==> config.mk <==
export PLATFORM = sky130hd
export DESIGN_NAME = rcvbuf_fifo
export DESIGN_NICKNAME = d
export VERILOG_FILES = /design/src/rtl/rcvbuf_fifo.sv
export SDC_FILE = /design/constraint.sdc
export NUM_CORES = 1
export LEC_CHECK = 0
export CORE_MARGIN = 5
export CORE_UTILIZATION = 58
export DETAILED_ROUTE_END_ITERATION = 8
export GPL_ROUTABILITY_DRIVEN = 0
export GPL_TIMING_DRIVEN = 0
export PLACE_DENSITY_LB_ADDON = 0.15
export SLEW_MARGIN = 10
export SYNTH_ARGS = -nofsm -noshare
export SYNTH_HDL_FRONTEND = slang
export SYNTH_SLANG_ARGS = --single-unit
==> constraint.sdc <==
create_clock -name clk -period 2.3 [get_ports clk]
set_input_delay 0.23 -clock clk [delete_from_list [all_inputs] [get_ports clk]]
set_output_delay 0.23 -clock clk [all_outputs]
set_load 0.03 [all_outputs]
==> src/rtl/rcvbuf_fifo.sv <==
// Oversampling serial receiver (start, DATA_BITS data LSB first, stop) feeding a
// DEPTH-entry first-word-fall-through FIFO with sticky overrun/framing flags.
module rcvbuf_fifo #(
  parameter int CLKS_PER_BIT = 16,
  parameter int DATA_BITS    = 8,
  parameter int DEPTH        = 4
) (
  input  logic                       clk,
  input  logic                       reset,
  input  logic                       read,
  output logic                       ready,
  output logic [DATA_BITS-1:0]       data_out,
  output logic [$clog2(DEPTH+1)-1:0] count,
  output logic                       overrun,
  output logic                       frame_err,
  input  logic                       clr_err,
  input  logic                       serial_in
);

  localparam int CW = $clog2(CLKS_PER_BIT);
  localparam int IW = $clog2(DATA_BITS);
  localparam int PW = $clog2(DEPTH);
  localparam int NW = $clog2(DEPTH + 1);

  localparam logic [CW-1:0] HALF_M1  = CW'(CLKS_PER_BIT / 2 - 1);
  localparam logic [CW-1:0] FULL_M1  = CW'(CLKS_PER_BIT - 1);
  localparam logic [IW-1:0] LAST_IDX = IW'(DATA_BITS - 1);
  localparam logic [NW-1:0] DEPTH_N  = NW'(DEPTH);

  typedef enum logic [2:0] {
    IDLE,
    START,
    DATA,
    STOP,
    WAITHI,
    PUSH
  } state_t;

  state_t               state, state_nxt;
  logic                 rx_meta, rx_s;
  logic [CW-1:0]        bit_cnt, cnt_nxt;
  logic [IW-1:0]        bit_idx, idx_nxt;
  logic [DATA_BITS-1:0] shreg, sh_nxt;
  logic                 push, ferr_set;

  logic [DATA_BITS-1:0] mem [DEPTH];
  logic [PW-1:0]        wr_ptr, rd_ptr;
  logic                 pop, wr_en, ovr_set;

  always_ff @(posedge clk) begin
    if (reset) begin
      rx_meta <= 1'b1;
      rx_s    <= 1'b1;
      state   <= IDLE;
      bit_cnt <= '0;
      bit_idx <= '0;
      shreg   <= '0;
    end else begin
      rx_meta <= serial_in;
      rx_s    <= rx_meta;
      state   <= state_nxt;
      bit_cnt <= cnt_nxt;
      bit_idx <= idx_nxt;
      shreg   <= sh_nxt;
    end
  end

  // Bit counter restarts at the mid-start sample, so every later sample lands mid-bit.
  always_comb begin
    state_nxt = state;
    cnt_nxt   = bit_cnt;
    idx_nxt   = bit_idx;
    sh_nxt    = shreg;
    push      = 1'b0;
    ferr_set  = 1'b0;
    case (state)
      IDLE: begin
        if (!rx_s) begin
          state_nxt = START;
          cnt_nxt   = '0;
        end
      end
      START: begin
        if (bit_cnt == HALF_M1) begin
          if (rx_s) begin
            state_nxt = IDLE;
          end else begin
            state_nxt = DATA;
            cnt_nxt   = '0;
            idx_nxt   = '0;
          end
        end else begin
          cnt_nxt = bit_cnt + 1'b1;
        end
      end
      DATA: begin
        if (bit_cnt == FULL_M1) begin
          cnt_nxt = '0;
          sh_nxt  = {rx_s, shreg[DATA_BITS-1:1]};
          if (bit_idx == LAST_IDX) state_nxt = STOP;
          else                     idx_nxt   = bit_idx + 1'b1;
        end else begin
          cnt_nxt = bit_cnt + 1'b1;
        end
      end
      STOP: begin
        if (bit_cnt == FULL_M1) begin
          cnt_nxt = '0;
          if (rx_s) begin
            state_nxt = PUSH;
          end else begin
            ferr_set  = 1'b1;
            state_nxt = WAITHI;
          end
        end else begin
          cnt_nxt = bit_cnt + 1'b1;
        end
      end
      // Hold off until the line returns high so a break cannot retrigger a frame.
      WAITHI: begin
        if (rx_s) state_nxt = IDLE;
      end
      PUSH: begin
        push      = 1'b1;
        state_nxt = IDLE;
      end
      default: state_nxt = IDLE;
    endcase
  end

  assign ready    = (count != '0);
  assign data_out = mem[rd_ptr];
  assign pop      = read && ready;
  // A pop in the same cycle frees a slot, so a full FIFO still accepts the word.
  assign wr_en    = push && ((count != DEPTH_N) || pop);
  assign ovr_set  = push && !wr_en;

  always_ff @(posedge clk) begin
    if (wr_en && !reset) mem[wr_ptr] <= shreg;
  end

  always_ff @(posedge clk) begin
    if (reset) begin
      wr_ptr <= '0;
      rd_ptr <= '0;
      count  <= '0;
    end else begin
      if (wr_en) wr_ptr <= wr_ptr + 1'b1;
      if (pop)   rd_ptr <= rd_ptr + 1'b1;
      case ({wr_en, pop})
        2'b10:   count <= count + 1'b1;
        2'b01:   count <= count - 1'b1;
        default: count <= count;
      endcase
    end
  end

  always_ff @(posedge clk) begin
    if (reset) begin
      overrun   <= 1'b0;
      frame_err <= 1'b0;
    end else begin
      if (ovr_set)      overrun <= 1'b1;
      else if (clr_err) overrun <= 1'b0;
      if (ferr_set)     frame_err <= 1'b1;
      else if (clr_err) frame_err <= 1'b0;
    end
  end

endmodule
==> flow_metrics.tcl <==
set metrics [dict create \
    p_sw_mw 0.675 \
    grt_pass1_vias 1716 \
    switching_share 0.252 \
    portBuffers 18 \
    reg2reg_depth 7 \
    die_y_um 78.7 \
    cts_inserted_buffers 9 \
    ioPinCount 19 \
    fmax_ghz 0.486 \
    wire_per_inst_um 15.7 \
    dr_total_vias 1753 \
    crit_cells 7 \
    start_util 0.587 \
    leakage_nw 1.23 \
    final_common_cell "edfxtp_1" \
    vdd_drop_max_uv 613 \
    fin_ws_ps 243 \
    ant_nets 0 \
    worstMarginPinSlew_ps 553 \
    rsz0062_at_grt "false" \
    path_cells "buf_6 -> and3b_4 -> nor2_4 -> inv_1 -> fa_1 -> mux2i_1 -> mux2_1" \
    final_cell_mix "32 x edfxtp_1, 31 x dfxtp_1, 22 x nor2_1" \
    cts_sinks 63 \
    slowest_stage "dfxtp_1" \
    cts_setup_buffers 0 \
    finalHoldViolCount 0 \
    drv_cap 0 \
    combPwrFrac 0.152 \
    max-slew-margin-rel 0.626 \
    row_count 25 \
    ys.flop_type "edfxtp_1" \
    area_delta_synth_final_pct 16.8 \
    cts_tree "built" \
    async_reset_ff_frac 0 \
    hold_path_depth 1 \
    status "finished clean" \
    cpPeakStageDelay_ps 430 \
    cp_top_family "multiplexers" \
    grt_usage 0.174 \
    drt_pass1_iterations 4 \
    fin_crit_ps 2060 \
    fillCellCount 353 \
    crit_path_start_kind "flop" \
    path_max_fanout 10 \
    cts_root_buffer "clkbuf_8" \
    final_cells 304 \
    min_path_type "flop to flop" \
    netlist_area_um2 2740 \
    setup_viol 0 \
    ys_ff_latch 63 \
    multi_input_area_um2 1060 \
    grt_max_degree 12 \
    drc 0 \
    finalSetupTns_ps 0 \
    path_class "flop to flop" \
    final-seq-area_um2 1580 \
    antenna_found_initial 0 \
    core_um2 4660 \
    grt_pass1_wl_um 8240 \
    p_int_mw 2.01 \
    routed_wirelength_um 4780 \
    syn_nets 229 \
    skew_ps 5.11 \
    die_w_um 78.7 \
    postCtsHoldBufs 0 \
    powerDensity_nw_per_um2 840 \
    synth_edf_count 32 \
    grt_overflow_total 0 \
    layout.nets 258 \
    drive_gt1_frac 0.152 \
    worst_ep_required_time_ps 2520 \
    synthDistinctLibCells 53 \
    n_antenna_cell 0 \
    post-dp-hpwl_um 3280 \
    die_area_um2 6190 \
    syn_inst 216 \
    drt-initial-drc-count 65 \
    cp-end-kind "flop" \
    timing.final.crit_share 0.894 \
    finalPower_mw 2.68 \
    clkPwrFrac 0.391 \
    clk_path_buf_depth 2 \
    ys_warn_count 0 \
    h-tree-depth 3 \
    post-place-ws_ps 168 \
    avgViaCountPerCell 5.77 \
    ys_seq_area_frac 0.578 \
    clk_pin_slew_worst_paths_ps 70 \
    worst_skew_pair.late_latency_ps 330 \
    avgSynthCellArea_um2 12.7 \
    drv_slew 0 \
    crit_buf_inv 2 \
    placed_cells 288 \
    power_frac_seq 0.457 \
    cp.arrival_ps 2280 \
]
[synth_stat cells (2+ instances only)]
cell,n,area (um2)
a21oi_1,6,30.0
and3_1,6,37.5
buf_2,4,20.0
clkbuf_1,4,15.0
dfxtp_1,31,621
edfxtp_1,32,961
ha_1,7,87.6
inv_1,10,37.5
mux2i_1,14,140
mux4_2,8,180
nand2_1,12,45.0
nand3_1,4,20.0
nor2_1,22,82.6
nor2b_1,3,18.8
nor3_1,3,15.0
o21ai_0,4,20.0
o22ai_1,2,12.5
o32ai_1,2,17.5
or2_2,3,18.8
or3_1,3,18.8
xnor2_1,2,17.5
xor2_1,3,26.3
[power by group through the flow]
| stage | logic [mW] | registers, mW | clock network [mW] |
|---|---|---|---|
| finish | 0.408 | 1.23 | 1.05 |
| global route | 0.441 | 1.23 | 1.13 |
| CTS | 0.414 | 1.23 | 1.07 |
| detailed placement | 0.431 | 1.25 | 0 |
| global placement | 0.422 | 1.25 | 0 |
| floorplan | 0.277 | 1.27 | 0 |
[area by class of cell]
| class | count | share of cell area |
|---|---|---|
| buffer | 10 | 0.0157 |
| clock inverter | 6 | 0.0262 |
| tap | 54 | 0.0212 |
| timing repair buffer | 18 | 0.0533 |
| sequential | 63 | 0.495 |
| clock buffer | 10 | 0.0431 |
| multi-input combinational | 132 | 0.333 |
| inverter | 11 | 0.0129 |
[path summary, 6_finish.rpt]
kind	start	end	slack, ps
setup / recovery	state[1]	count[2]	240
hold / removal	rx_meta	rx_s	420
setup reg to reg	state[1]	count[2]	240
hold reg to reg	rx_meta	rx_s	420
[cell families after synthesis]
kind of cell	share of synthesized area
and+or+nand+nor	0.136
DFF	0.578
AOI/OAI and AO/OA	0.0759
muxes	0.121
buffers and inverters	0.0334
adders and majority gates	0.0393
xor gates and xnor gates	0.0160
[flip-flops by register name, summed over array words and instances, names as in the netlist, named ones only]
| register | count |
|---|---|
| bit_idx | 3 |
| wr_ptr | 2 |
| count | 3 |
| mem | 32 |
| rd_ptr | 2 |
| state | 3 |
| overrun | 1 |
| rx_s | 1 |
| rx_meta | 1 |
| bit_cnt | 4 |
| frame_err | 1 |
| shreg | 8 |
[metal layers]
layer,up-vias,global-route usage,part of all wire
li1,852,-,-
met1,841,0.222,0.44
met2,53,0.278,0.49
met3,7,0.0585,0.052
met4,0,0.0594,0.014
met5,-,0,0
[per-stage QoR]
step / area (um2) / hold slack (ps) / utilization
2_1_floorplan: 2740 / 334 / -
3_3_place_gp: 2980 / 394 / 0.640
3_5_place_dp: 2980 / 397 / 0.640
4_1_cts: 3190 / 413 / 0.685
5_1_grt: 3190 / 446 / 0.685
6_report: 3190 / 417 / 0.685
[worst reg2reg max path: stages, from the launching register on]
cell and delay (ps):
dfxtp_1 430, buf_6 180, and3b_4 240, nor2_4 120, inv_1 90, fa_1 390, mux2i_1 170, mux2_1 320
[repair_timing]
action | in CTS | in global routing
gates resized for setup | 8 | 0
endpoints found under the hold margin | 0 | 0
endpoints found under the setup margin | 8 | 0
(Power assumes the default switching activity.)
